==> config.mk <==
export PLATFORM = sky130hd
export DESIGN_NAME = rs232c_tx_buffer_flat
export DESIGN_NICKNAME = d
export VERILOG_FILES = /design/src/rtl/rs232c_tx_buffer_if.sv /design/src/rtl/rs232c_tx_buffer.sv /design/src/flat_wrapper.sv
export SDC_FILE = /design/constraint.sdc
export NUM_CORES = 1
export LEC_CHECK = 0
export CORE_MARGIN = 5
export CORE_UTILIZATION = 55
export DETAILED_ROUTE_END_ITERATION = 12
export GPL_TIMING_DRIVEN = 1
export PLACE_DENSITY = 0.72
export SLEW_MARGIN = 40
export SYNTH_ARGS = -nofsm -noshare
export SYNTH_HDL_FRONTEND = slang
export SYNTH_SLANG_ARGS = --single-unit
==> constraint.sdc <==
create_clock -name clk -period 3.26 [get_ports clk]
set_input_delay 0.652 -clock clk [delete_from_list [all_inputs] [get_ports clk]]
set_output_delay 0.652 -clock clk [all_outputs]
set_load 0.05 [all_outputs]
==> src/rtl/rs232c_tx_buffer_if.sv <==
// Dispatcher-side bundle of the RS232C transmit buffer: byte push strobe plus FIFO/line status.
interface rs232c_tx_buffer_if;
  logic       push_send_data;
  logic [7:0] send_data;
  logic       full;
  logic       empty;
  logic       busy;
  logic       overflow;

  modport master (
    output push_send_data,
    output send_data,
    input  full,
    input  empty,
    input  busy,
    input  overflow
  );

  modport slave (
    input  push_send_data,
    input  send_data,
    output full,
    output empty,
    output busy,
    output overflow
  );
endinterface

==> src/rtl/rs232c_tx_buffer.sv <==
// RS232C transmit back end: byte FIFO feeding an 8N1 serializer on tx.
// Define RS232C_TX_PARITY_EN to insert an even-parity bit (8E1 frames).
module rs232c_tx_buffer #(
  parameter int CLK_PER_BIT = 868,
  parameter int DEPTH_LOG2  = 4
) (
  input  logic                clk,
  input  logic                rst_n,
  rs232c_tx_buffer_if.slave   bus,
  output logic                tx
);

  localparam int DEPTH = 1 << DEPTH_LOG2;
  localparam int PW    = DEPTH_LOG2 + 1;
  localparam int CW    = $clog2(CLK_PER_BIT);
  localparam logic [CW-1:0] CNT_LOAD = CW'(CLK_PER_BIT - 1);
  localparam logic [CW-1:0] CNT_ZERO = CW'(0);
  localparam logic [CW-1:0] CNT_ONE  = CW'(1);
  localparam logic [PW-1:0] PTR_ONE  = PW'(1);

`ifdef RS232C_TX_PARITY_EN
  typedef enum logic [2:0] {
    ST_IDLE   = 3'd0,
    ST_START  = 3'd1,
    ST_DATA   = 3'd2,
    ST_PARITY = 3'd3,
    ST_STOP   = 3'd4
  } state_t;

  function automatic logic even_parity(input logic [7:0] d);
    return ^d;
  endfunction
`else
  typedef enum logic [1:0] {
    ST_IDLE  = 2'd0,
    ST_START = 2'd1,
    ST_DATA  = 2'd2,
    ST_STOP  = 2'd3
  } state_t;
`endif

  logic [7:0]    mem_r [DEPTH];
  logic [PW-1:0] wptr_r, rptr_r, wptr_s, rptr_s;
  logic          full_r, empty_r, overflow_r, busy_r, tx_r;
  state_t        state_r;
  logic [CW-1:0] cnt_r;
  logic [2:0]    bitidx_r;
  logic [7:0]    shift_r;
`ifdef RS232C_TX_PARITY_EN
  logic          parity_r;
`endif
  logic          pop_s, push_ok_s, drop_s, tx_s;
  logic [7:0]    head_s;

  // Pop/push arbitration and next-pointer computation.
  always_comb begin
    head_s = mem_r[rptr_r[DEPTH_LOG2-1:0]];
    pop_s  = 1'b0;
    if (!empty_r && (state_r == ST_IDLE)) begin
      pop_s = 1'b1;
    end else if (!empty_r && (state_r == ST_STOP) && (cnt_r == CNT_ZERO)) begin
      pop_s = 1'b1;
    end else begin
      pop_s = 1'b0;
    end
    // A full FIFO still accepts a push when a slot frees up on the same edge.
    push_ok_s = bus.push_send_data && (!full_r || pop_s);
    drop_s    = bus.push_send_data && full_r && !pop_s;
    wptr_s    = push_ok_s ? (wptr_r + PTR_ONE) : wptr_r;
    rptr_s    = pop_s ? (rptr_r + PTR_ONE) : rptr_r;
  end

  // Line level for the current state; registered below so tx never glitches.
  always_comb begin
    tx_s = 1'b1;
    case (state_r)
      ST_IDLE:   tx_s = 1'b1;
      ST_START:  tx_s = 1'b0;
      ST_DATA:   tx_s = shift_r[0];
`ifdef RS232C_TX_PARITY_EN
      ST_PARITY: tx_s = parity_r;
`endif
      ST_STOP:   tx_s = 1'b1;
      default:   tx_s = 1'b1;
    endcase
  end

  // FIFO storage; flushing is done by resetting the pointers.
  always_ff @(posedge clk) begin
    if (push_ok_s) begin
      mem_r[wptr_r[DEPTH_LOG2-1:0]] <= bus.send_data;
    end
  end

  // FIFO pointers, registered status flags and sticky overflow.
  always_ff @(posedge clk or negedge rst_n) begin
    if (!rst_n) begin
      wptr_r     <= PW'(0);
      rptr_r     <= PW'(0);
      full_r     <= 1'b0;
      empty_r    <= 1'b1;
      overflow_r <= 1'b0;
    end else begin
      wptr_r     <= wptr_s;
      rptr_r     <= rptr_s;
      full_r     <= (wptr_s[DEPTH_LOG2] != rptr_s[DEPTH_LOG2]) &&
                    (wptr_s[DEPTH_LOG2-1:0] == rptr_s[DEPTH_LOG2-1:0]);
      empty_r    <= (wptr_s == rptr_s);
      overflow_r <= overflow_r | drop_s;
    end
  end

  // Serializer FSM with registered tx/busy (both lag the state by one edge).
  always_ff @(posedge clk or negedge rst_n) begin
    if (!rst_n) begin
      state_r  <= ST_IDLE;
      cnt_r    <= CNT_ZERO;
      bitidx_r <= 3'd0;
      shift_r  <= 8'h00;
`ifdef RS232C_TX_PARITY_EN
      parity_r <= 1'b0;
`endif
      tx_r     <= 1'b1;
      busy_r   <= 1'b0;
    end else begin
      tx_r   <= tx_s;
      busy_r <= (state_r != ST_IDLE);
      case (state_r)
        ST_IDLE: begin
          if (pop_s) begin
            shift_r <= head_s;
`ifdef RS232C_TX_PARITY_EN
            parity_r <= even_parity(head_s);
`endif
            cnt_r   <= CNT_LOAD;
            state_r <= ST_START;
          end
        end
        ST_START: begin
          if (cnt_r == CNT_ZERO) begin
            cnt_r    <= CNT_LOAD;
            bitidx_r <= 3'd0;
            state_r  <= ST_DATA;
          end else begin
            cnt_r <= cnt_r - CNT_ONE;
          end
        end
        ST_DATA: begin
          if (cnt_r == CNT_ZERO) begin
            cnt_r   <= CNT_LOAD;
            shift_r <= {1'b0, shift_r[7:1]};
            if (bitidx_r == 3'd7) begin
`ifdef RS232C_TX_PARITY_EN
              state_r <= ST_PARITY;
`else
              state_r <= ST_STOP;
`endif
            end else begin
              bitidx_r <= bitidx_r + 3'd1;
            end
          end else begin
            cnt_r <= cnt_r - CNT_ONE;
          end
        end
`ifdef RS232C_TX_PARITY_EN
        ST_PARITY: begin
          if (cnt_r == CNT_ZERO) begin
            cnt_r   <= CNT_LOAD;
            state_r <= ST_STOP;
          end else begin
            cnt_r <= cnt_r - CNT_ONE;
          end
        end
`endif
        ST_STOP: begin
          if (cnt_r == CNT_ZERO) begin
            if (pop_s) begin
              shift_r <= head_s;
`ifdef RS232C_TX_PARITY_EN
              parity_r <= even_parity(head_s);
`endif
              cnt_r   <= CNT_LOAD;
              state_r <= ST_START;
            end else begin
              state_r <= ST_IDLE;
            end
          end else begin
            cnt_r <= cnt_r - CNT_ONE;
          end
        end
        default: state_r <= ST_IDLE;
      endcase
    end
  end

  assign tx           = tx_r;
  assign bus.full     = full_r;
  assign bus.empty    = empty_r;
  assign bus.busy     = busy_r;
  assign bus.overflow = overflow_r;

endmodule

==> src/flat_wrapper.sv <==
// flat-port wrapper written by rule: the top's interface ports become plain ports
module rs232c_tx_buffer_flat 
#(
  parameter int CLK_PER_BIT = 868,
  parameter int DEPTH_LOG2  = 4
)
  (clk, rst_n, tx, bus_push_send_data, bus_send_data, bus_full, bus_empty, bus_busy, bus_overflow);
  rs232c_tx_buffer_if bus_i ();
  input  logic clk;
  input  logic rst_n;
  output logic tx;
  input wire logic [$bits(bus_i.push_send_data)-1:0] bus_push_send_data;
  input wire logic [$bits(bus_i.send_data)-1:0] bus_send_data;
  output wire logic [$bits(bus_i.full)-1:0] bus_full;
  output wire logic [$bits(bus_i.empty)-1:0] bus_empty;
  output wire logic [$bits(bus_i.busy)-1:0] bus_busy;
  output wire logic [$bits(bus_i.overflow)-1:0] bus_overflow;
  assign bus_i.push_send_data = bus_push_send_data;
  assign bus_i.send_data = bus_send_data;
  assign bus_full = bus_i.full;
  assign bus_empty = bus_i.empty;
  assign bus_busy = bus_i.busy;
  assign bus_overflow = bus_i.overflow;
  rs232c_tx_buffer #(.CLK_PER_BIT(CLK_PER_BIT), .DEPTH_LOG2(DEPTH_LOG2)) u_core (.clk(clk), .rst_n(rst_n), .bus(bus_i), .tx(tx));
endmodule
# Word level (Yosys, flattened, before mapping)
# Memory sizes are Yosys's and may differ from the RTL's.
# Cells that the tools add are included.
[word_totals]
elab_cells = 77
output_inout_bits = 5
inputBits = 11
ram_bits = 128
memories = 1
ff_bits = 38
[memory_table]
columns = ["memory", "words", "word_bits", "rd", "rd_clocked_by_memory_dff", "write_ports", "line_no", "rtl"]
rows = [
  ["u_core.mem_r", 16, 8, 1, 0, 1, "rs232c_tx_buffer.sv:42", "logic [7:0] mem_r [DEPTH];"],
]
[classes]
reduce_logical = 21
bitwise = 1
mux = 26
n_addsub = 4
eq_ne = 13
[op_table]
columns = ["operator", "n"]
rows = [
  ["2-to-1 mux 10 bit", 3],
  ["case mux 10 bit (3 select lines)", 1],
  ["2-to-1 mux 8 bit", 3],
  ["case mux 8 bit (3 select lines)", 1],
  ["adder 5 x 1 -> 5 bit (second input constant)", 2],
  ["zero test 10 bit", 1],
  ["2-to-1 mux 2 bit", 5],
  ["2-to-1 mux 5 bit", 2],
  ["subtractor 10 x 1 -> 10 bit (second input constant)", 1],
  ["2-to-1 mux 3 bit", 3],
  ["!= test 2 x 1 -> 1 bit (second input constant)", 4],
  ["case mux 2 bit (4 select lines)", 1],
  ["logical AND 1 bit", 7],
  ["case mux 3 bit (2 select lines)", 1],
  ["== test 5 bit", 1],
  ["2-to-1 mux 1 bit", 5],
  ["AND reduction 5 bit", 1],
  ["== test 2 bit (second input constant)", 2],
  ["== test 4 bit", 1],
  ["!= test 2 bit (second input constant)", 2],
  ["AND reduction 4 bit", 1],
  ["nonzero test 2 bit", 2],
  ["OR reduction 2 bit", 2],
  ["adder 3 x 1 -> 3 bit (second input constant)", 1],
  ["other kinds (10)", 12],
]

# Depth between registers and ports, before layout
# Gate-level depths: netlist (run 1).
[logic_depth]
word_depth = 10
depth_mapped = 9
depth_no_buf = 8

# Worst setup path before layout (run 1)
# No wires, ideal clock.
[synth_timing]
kind = "flip-flop to flip-flop"
start = "register u_core.state_r[0]"
end = "memory u_core.mem_r[1][0], enable pin"
path_buffers = 2
path_stages_with_launch = 8
arrival_ps = 2733
setup_time_ps = 398
required_ps = 2862
period_less_slack_ps = 3130
path_slack_ps = 130
path_cell_list = "dfrtp_1 ha_1 buf_4 or4b_1 o31ai_4 buf_6 o21ai_0 nor4b_1"
[synth_between]
elab_chain_len = 9
word_cells_on_any_way = 11
cone_classes = "eq/ne: 1; mux: 4; reduce/logical: 6"
[synth_lines]
columns = ["element", "line_no", "rtl"]
rows = [
  ["from (decl)", "rs232c_tx_buffer.sv:45", "state_t state_r;"],
  ["from (signal assigned)", "rs232c_tx_buffer.sv:116", "state_r <= ST_IDLE;"],
  ["from (signal assigned)", "rs232c_tx_buffer.sv:136", "state_r <= ST_START;"],
  ["from (signal assigned)", "rs232c_tx_buffer.sv:143", "state_r <= ST_DATA;"],
  ["== test 2 bit", "rs232c_tx_buffer.sv:61", "end else if (!empty_r && (state_r == ST_STOP) && (cnt_r == CNT_ZERO)) begin"],
  ["logical AND 1 bit (2 in series)", "rs232c_tx_buffer.sv:61", ""],
  ["2-to-1 mux 1 bit", "rs232c_tx_buffer.sv:61", ""],
  ["2-to-1 mux 1 bit *", "rs232c_tx_buffer.sv:59", "if (!empty_r && (state_r == ST_IDLE)) begin"],
  ["logical OR 1 bit *", "rs232c_tx_buffer.sv:67", "push_ok_s = bus.push_send_data && (!full_r || pop_s);"],
  ["logical AND 1 bit *", "rs232c_tx_buffer.sv:67", ""],
  ["2-to-1 mux 1 bit *", "rs232c_tx_buffer.sv:90", "if (push_ok_s) begin"],
  ["2-to-1 mux 1 bit (not written as such) *", "rs232c_tx_buffer.sv:91", "mem_r[wptr_r[DEPTH_LOG2-1:0]] <= bus.send_data;"],
  ["to (decl)", "rs232c_tx_buffer.sv:42", ""],
]
# Mark *: on every way between the ends. The rest lies on a longest branch, timed or not.

# Final worst setup path (run 1)
[layout_timing]
start = "register u_core.cnt_r[0]"
end = "register u_core.empty_r (netlist: u_core.bus.empty)"
[layout_between]
elab_chain_len = 8
word_cells_on_any_way = 9
cone_classes = "eq/ne: 1; mux: 4; reduce/logical: 4"
[layout_lines]
columns = ["element", "line_no", "rtl"]
rows = [
  ["from (decl)", "rs232c_tx_buffer.sv:46", "logic [CW-1:0] cnt_r;"],
  ["from (signal assigned)", "rs232c_tx_buffer.sv:145", "cnt_r <= cnt_r - CNT_ONE;"],
  ["from (signal assigned)", "rs232c_tx_buffer.sv:162", "cnt_r <= cnt_r - CNT_ONE;"],
  ["from (signal assigned)", "rs232c_tx_buffer.sv:188", "cnt_r <= cnt_r - CNT_ONE;"],
  ["zero test 10 bit", "rs232c_tx_buffer.sv:61", ""],
  ["logical AND 1 bit", "rs232c_tx_buffer.sv:61", ""],
  ["2-to-1 mux 1 bit", "rs232c_tx_buffer.sv:61", ""],
  ["2-to-1 mux 1 bit", "rs232c_tx_buffer.sv:59", ""],
  ["logical OR 1 bit", "rs232c_tx_buffer.sv:67", ""],
  ["logical AND 1 bit", "rs232c_tx_buffer.sv:67", ""],
  ["2-to-1 mux 5 bit", "rs232c_tx_buffer.sv:69", "wptr_s = push_ok_s ? (wptr_r + PTR_ONE) : wptr_r;"],
  ["named net u_core.wptr_s[4]", "rs232c_tx_buffer.sv:43", "logic [PW-1:0] wptr_r, rptr_r, wptr_s, rptr_s;"],
  ["== test 5 bit", "rs232c_tx_buffer.sv:108", "empty_r <= (wptr_s == rptr_s);"],
  ["to (signal assigned)", "rs232c_tx_buffer.sv:108", ""],
  ["to (decl)", "rs232c_tx_buffer.sv:44", "logic full_r, empty_r, overflow_r, busy_r, tx_r;"],
]
# The timed path passes the listed nets, and every way through them passes these cells.
# A chain may end at the register's enable or synchronous reset.

==> out/summary.md, run 1 <==
For the worst setup path, the data arrival time is 3.19 ns. The most used flip-flop cell after synthesis is sky130_fd_sc_hd__edfxtp_1. The total buffers and inverters traversed by the critical path is 1. The relative area change from synthesis to final layout is 13.79%, and the initial antenna violation count is 0. Share of final-layout standard cells stronger than drive strength 1: 0.2349.

The max-slew headroom at the worst pin is 0.5112. The category of the most critical setup path is reg -> reg. Hold violation total from the final report: 0. The total power divided by cell area was 641.5 nW/um2. The clock-pin slew on the worst setup and hold paths came out at 0.07 ns. The synthesized netlist net count was 451; the final net count was 476.

The run gives 0 as the max capacitance violation total. In this run, the number of DRC markers left after iteration 0 of detailed routing was 366. The part of the power in the clock network came out at 0.383. The number of instances in the synthesized netlist is 426.

DRC violations left: 0. The post-route clock period utilization was 0.8810. The clock drives 166 sinks. The tools report the all-layer global routing usage as 0.1870.

Setup violations remaining at the end of the flow were counted as 0. VDD sags by at most 479.5 uV. The effective utilization at floorplan was 0.5649. Across all hold checks on the routed design, the worst slack comes to 0.1902 ns. STA puts the critical path data required time at 3.58 ns. The number of clock buffers added by TritonCTS is 17. The level count of the clock H-tree came out at 4. Using the TritonRoute via totals, the vias-per-cell ratio works out to 5.940. Summing over every cut layer, the via total after detailed routing is 3778. In this run the cell area measured after placement is 7567 um2. Detailed placement finished with a half-perimeter wire length of 9.272 mm. The switching share of total power came out at 0.2634.

The insertion delay to the later sink of the worst-skew pair is 0.42 ns. The site row count was 41; the unique cell type count in the Yosys netlist was 59. Number of port buffers: 15. The most common cell after layout, fill and taps aside is sky130_fd_sc_hd__edfxtp_1. The slowest stage of the critical path belongs to the cell sky130_fd_sc_hd__o31a_4.

In this run, post-CTS hold repair placed 0 buffers. In this run the count of I/O pins placed on the die edge is 16. The number of antenna diodes in the final layout is 0. After clock tree synthesis, the setup repair step added 0 buffers.

The run gives 0 as the number of nets with antenna violations after routing. The via count of the first global-routing pass was 3834; the register bit count reported by yosys was 166. Setup repair after global routing left no endpoint under its margin. Setup slack closes at 0.3878 ns. The maximum fanout encountered on the critical timing path was 12; the average detailed-routed wire length per instance was 21.64 um. The synthesized design contains 128 enable-type register cells. The flow ran to the end, and the final reports show no timing, DRC or antenna violations.

The worst stage delay on the critical path was 0.49 ns. The achievable clock frequency was 348.2 MHz. The transition at the pin with the smallest max-transition slack is 0.7256 ns, and the total length of routed wires is 13.76 mm. The post-place setup slack came out at 0.3641 ns.

STA classifies the critical path endpoint as a register. The design draws 5.246 mW. Path type of the worst min-delay path: in -> async.

The largest net degree at the start of global routing came out at 39. The library cells used most frequently in the layout, excluding fill and tap cells, are 128 x sky130_fd_sc_hd__edfxtp_1, 40 x sky130_fd_sc_hd__mux4_2, 35 x sky130_fd_sc_hd__dfrtp_1, 30 x sky130_fd_sc_hd__nand2_1, 20 x sky130_fd_sc_hd__nor2_1. The die extent in x is 124.3 um, and the core occupancy in the finished layout is 0.6428.

The instance count after placement with tap cells included was 604; the final period demand of the worst path was 2.872 ns. The logs give 5 for the detailed-routing iteration count for the pre-antenna-repair pass and 15450 um2 for the area of the die. In this run the cell area of the synthesized design comes to 7187 um2. Internal power comes to 3.864 mW. The run gives 636 as the final cell count without fillers.

The fraction of power consumed by sequential logic is 0.499, and the wire length of the first global-routing pass is 22.02 mm. In this run the static leakage power is 2.906 nW. The run gives 1.382 mW as the net switching power.

TritonCTS built the clock tree. The power share of the combinational group came out at 0.118. The tools report the placeable core region as 12720 um2. The tools report the number of warnings printed during yosys synthesis as 0. Part of the Yosys area used for sequential elements: 0.6675.

For this run the aggregate overflow at the end of global routing stands at 0. The tools report the launching element type of the critical path as a register. In this run, post-CTS repair resized a total of 0 instances. The congestion estimate from routability-driven global placement came to 0.8505. The clock arrives with 0.01153 ns of skew. The share of flip-flops with an asynchronous set or reset after synthesis came out at 0.2289. Once layout is done, the placed cells without fillers occupy 8178 um2.

The final number of max-transition violations was 0. The clock passes through at most 2 buffers. The die boundary height is 124.3 um.

On the critical path the largest part of the delay comes from compound AO/OA/AOI/OAI gates. The run gives 0 ns as the total negative slack for setup checks. The average instance in the mapped netlist occupies 16.87 um2. Walking the worst path, the cells encountered are inv_1, ha_1, or3b_1, o31a_4, a21oi_4, xor2_2, xor2_1, nor4b_2. CTS placed an instance of sky130_fd_sc_hd__clkbuf_16 at the clock tree root.
[final cells by class]
| class | count | area [um2] |
|---|---|---|
| well taps | 172 | 215.2 |
| inverters | 12 | 45.04 |
| clock buffers | 17 | 425.4 |
| flip-flops and latches | 166 | 4798 |
| multi-input cells | 227 | 2258 |
| repair buffers | 27 | 250.2 |
| clock inverters | 15 | 185.2 |
| fillers | 924 | 4544 |
[layer usage]
metal  routed length (um)  GRT usage
met1                 5822     0.2593
met2                 6931     0.2904
met3                  784    0.04931
met4                  226    0.06383
met5                    0          0
[flip-flops by register name, indices dropped and copies added, names as in the netlist]
register,flops
u_core.mem_r,128
u_core.bus.overflow,1
u_core.bus.busy,1
u_core.rptr_r,5
u_core.cnt_r,10
u_core.state_r,2
u_core.bus.empty,1
u_core.shift_r,8
u_core.bitidx_r,3
u_core.bus.full,1
u_core.wptr_r,5
u_core.tx,1
[Yosys cell counts (10+ instances only)]
master | instances | area, um2
sky130_fd_sc_hd__ha_1 | 14 | 175.2
sky130_fd_sc_hd__o21ai_0 | 16 | 80.08
sky130_fd_sc_hd__clkbuf_1 | 11 | 41.29
sky130_fd_sc_hd__a31oi_1 | 10 | 62.56
sky130_fd_sc_hd__nor2_1 | 20 | 75.07
sky130_fd_sc_hd__nand2_1 | 30 | 112.6
sky130_fd_sc_hd__inv_1 | 12 | 45.04
sky130_fd_sc_hd__dfrtp_1 | 36 | 900.9
sky130_fd_sc_hd__a21oi_1 | 11 | 55.05
sky130_fd_sc_hd__mux4_2 | 40 | 900.9
sky130_fd_sc_hd__edfxtp_1 | 128 | 3844
[power groups by stage]
stage / clock, mW / combinational (mW) / sequential, mW
global placement: 0 / 0.611 / 2.65
CTS: 2.05 / 0.627 / 2.62
detailed placement: 0 / 0.623 / 2.66
global route: 2.15 / 0.665 / 2.63
finish: 2.01 / 0.619 / 2.62
floorplan: 0 / 0.412 / 2.62
[path summary, 6_finish.rpt]
kind | start | endpoint | cells after the start | slack [ns]
max in group asynchronous | rst_n | u_core.rptr_r[0] | 1 | 2.70
max | u_core.cnt_r[0] | u_core.bus.empty | 8 | 0.39
min | rst_n | u_core.bitidx_r[1] | 1 | 0.19
min reg2reg | u_core.bus.overflow | u_core.bus.overflow | 1 | 0.47
min in group clk | u_core.bus.overflow | u_core.bus.overflow | 1 | 0.47
max reg2reg | u_core.cnt_r[0] | u_core.bus.empty | 8 | 0.39
[kinds of logic (layout without fill, tap and decap cells)]
family	count (synthesis)	count (layout)	share of synthesized area
buffers and inverters	33	71	0.02089
AO/OA/AOI/OAI	61	61	0.06268
XOR/XNOR	15	15	0.02524
AND/OR/NAND/NOR	95	95	0.07103
multiplexers	42	42	0.1283
flip-flops	166	166	0.6675
adder cells (fa/ha/maj)	14	14	0.02437
No activity file was read; power rests on OpenSTA's default activity.
==> inputs of run 2 (changes only) <==
Settings changed: TNS_END_PERCENT set to 50.
==> results of run 2 <==
Same layout as run 1: the final DEF is identical, and so are final timing and power.
==> inputs of run 3 (changes only) <==
Settings changed: REMOVE_ABC_BUFFERS set to 1.
==> run 3 against run 2 <==
Compared with the run above:
- first-iteration DRC count grew 3.8%
- final area shrank 0.63%
- largest power group unchanged
- sequential cell count is the same
- via count grew 2.0%
- setup slack gained 0.026 ns
- critical path type unchanged
- die area is the same
- clock skew shrank 0.0048 ns
- register-to-register slack gained 0.03 ns
- core utilization shrank 0.40 points
- clock power shrank 9%
- fmax grew 0.91%
- combinational power shrank 1%
==> out/summary.md, run 3 (synthesis results as in run 1) <==
The run finished with clean final reports. Die boundary height: 124.3 um (unchanged). For the hold violation total from the final report, the log shows 0 (unchanged). The run gives 0.4137 ns (+0.02595 ns) as the final worst-path setup slack. The peak supply drop was 592.4 uV (+24%). Most used routing layer: met2. The worst hold path belongs to the class in -> async.

The logs give 0 ns (unchanged) for the total negative slack for setup checks and 12720 um2 (unchanged) for the placeable core region. The final number of max-transition violations is 0 (unchanged). The post-route clock period utilization works out to 0.8731 (-0.007960). The final hold slack came out at 0.1939 ns (+0.003654 ns). The via count of the first global-routing pass is 3924 (+2.3%). The total clock buffers created by CTS is 17 (unchanged), and the area of the die is 15450 um2 (unchanged). The top-level I/O count was 16 (unchanged). Compared with the post-synthesis result, the final layout area differs by 13.07%. The critical path is of the reg -> reg type. The average detailed-routed wire length per instance is 21.13 um (-2.4%). The logs give 479 (+0.63%) for the final net count and 4 (-1) for the detailed-routing iteration count for the pre-antenna-repair pass. The count of clock tree sinks was 166 (unchanged); the met1 usage was 0.2496 (-0.009630).

The transition at the pin with the smallest max-transition slack works out to 0.7191 ns (-0.006459 ns). The tools report the required time of the worst setup path as 3.58 ns (about the same). For the all-layer global routing usage, the log shows 0.1863 (-0.0006189). Average via count per standard cell: 6.028 (+1.5%).

The clock-pin slew on the worst setup and hold paths came out at 0.06 ns (about the same). The run gives 4 (unchanged) as the level count of the clock H-tree. Max-slew headroom at the worst pin: 0.5155 (+0.004351).

For the max capacitance violation total, the log shows 0 (unchanged). The clock tree root driver cell was sky130_fd_sc_hd__clkbuf_16. The final cell count without fillers was 639 (+0.47%). The worst stage delay on the critical path came out at 0.46 ns (-0.03 ns). For the total vias in the final route, the log shows 3852 (+2.0%). Depth of the critical timing path with buffers and inverters included: 9 (+1). Setup repair after global routing left no endpoint under its margin. The run gives 0.2964 (+0.006043) as the met2 layer usage reported by global route. Most common cell after layout, fill and taps aside: sky130_fd_sc_hd__edfxtp_1.

Cell with the largest stage delay on the worst path: sky130_fd_sc_hd__or3b_1. The die extent in x was 124.3 um (unchanged). Number of flip-flops in the largest register: 128 (unchanged). The worst setup path is launched from a register.

The static leakage is 2.887 nW (-0.66%). The count of cells along the worst register-to-register path is 9 (+1), and the post-place setup slack is 0.4491 ns (+0.08499 ns). In the layout the commonest cells are 128 x sky130_fd_sc_hd__edfxtp_1, 40 x sky130_fd_sc_hd__mux4_2, 35 x sky130_fd_sc_hd__dfrtp_1, 30 x sky130_fd_sc_hd__nand2_1, 20 x sky130_fd_sc_hd__nor2_1. The maximum clock skew at final layout is 0.006715 ns (-0.004820 ns). The number of nets with antenna violations after routing was 0 (unchanged); the DRC violation total after the first TritonRoute iteration was 380 (+3.8%).

For the met3 routing resource usage after global routing, the log shows 0.05446 (+0.005146). The final period demand of the worst path works out to 2.846 ns (-0.02595 ns). Total buffers and inverters traversed by the critical path: 2 (+1). The initial antenna violation count was 0 (unchanged). The register-to-register setup slack was 0.41 ns (+0.03 ns); the effective utilization at floorplan was 0.5649 (unchanged). For the insertion delay to the later sink of the worst-skew pair, the log shows 0.42 ns (about the same).

For the largest net degree at the start of global routing, the log shows 39 (unchanged). For the instance count after placement with tap cells included, the log shows 607 (+0.50%). Buffer levels on the longest clock path: 2 (unchanged). The run gives 0 (unchanged) as the number of buffers inserted to repair setup after CTS. STA classifies the critical path endpoint as a register. Traced cell by cell, the critical path runs through inv_1, ha_1, or3b_1, o31ai_4, buf_4, o211a_1, nand3_1, xnor3_1, nor4_2.

The maximum fanout encountered on the critical timing path was 10 (-2); the DRC violations left was 0 (unchanged). For the overall overflow remaining after global route, the log shows 0 (unchanged). Kind of cell adding the most delay to the critical path: simple AND/OR/NAND/NOR gates. The number of port buffers was 15 (unchanged).

The detailed placement HPWL came out at 9.263 mm (-0.10%). The total length of routed wires is 13.50 mm (-1.9%). Endpoint of the worst-slack reg-to-reg timing path: u_core.bus.full.

The total power divided by cell area is 622.1 nW/um2 (-3.0%), and the number of diodes is 0 (unchanged). The run gives 41 (unchanged) as the site row count. The achievable clock frequency is 351.3 MHz (+0.91%), and the post-route total power is 5.055 mW (-3.6%). The wire length of the first global-routing pass was 21.85 mm (-0.81%); the final RePlAce weighted congestion was 0.8065 (-5.2%). TritonCTS built the clock tree.

The number of cells upsized or downsized after cts is 0 (unchanged). The hold buffer count at CTS is 0 (unchanged). The share of final-layout standard cells stronger than drive strength 1 is 0.2355 (+0.0006322). In this run the critical register-to-register path is launched from u_core.cnt_r[0]. Data arrival at the endpoint of the critical path: 3.17 ns (-0.02 ns).

The final setup violation count came out at 0 (unchanged).
[run 3: cell count changes in the layout (fill, tap and decap cells not counted), moves of 2 or more]
cell	delta
sky130_fd_sc_hd__clkinv_8	-3
sky130_fd_sc_hd__buf_4	+3
sky130_fd_sc_hd__clkinv_2	+2
sky130_fd_sc_hd__inv_8	-4
sky130_fd_sc_hd__inv_6	+3
[run 3: layout make-up]
type,instances,area [um2]
Multi-Input combinational cell,227,2252
Inverter,12,45.04
Sequential cell,166,4798
Timing Repair Buffer,30,272.8
Clock inverter,14,113.9
Fill cell,923,4596
Clock buffer,18,429.2
Tap cell,172,215.2
[run 3: metrics by stage]
stage	instance area (um2)	util
after floorplan	7082	-
after global placement	7581	0.5959
after detailed placement	7584	0.5961
after CTS	8127	0.6388
after global routing	8127	0.6388
final	8127	0.6388
[run 3: how the worst max path moves through the flow]
| stage | start | end |
|---|---|---|
| after global routing | u_core.cnt_r[0] | u_core.bus.full |
| after global placement | u_core.cnt_r[0] | u_core.mem_r[6][2] |
| after floorplan | u_core.state_r[0] | u_core.mem_r[1][0] |
| after CTS | u_core.cnt_r[0] | u_core.bus.full |
| after detailed placement | u_core.cnt_r[0] | u_core.bus.full |
| final | u_core.cnt_r[0] | u_core.bus.full |
[run 3: per-layer routing]
metal  wire length, um  up-vias
met5                 0        -
met2              6804      101
met1              5871     1991
li1                  -     1740
met3               611       20
met4               213        0
[run 3: power by group]
group	switching, mW	leakage, nW	internal [mW]
Clock	0.834	0.266	0.993
Combinational	0.345	1.02	0.267
Sequential	0.125	1.60	2.49
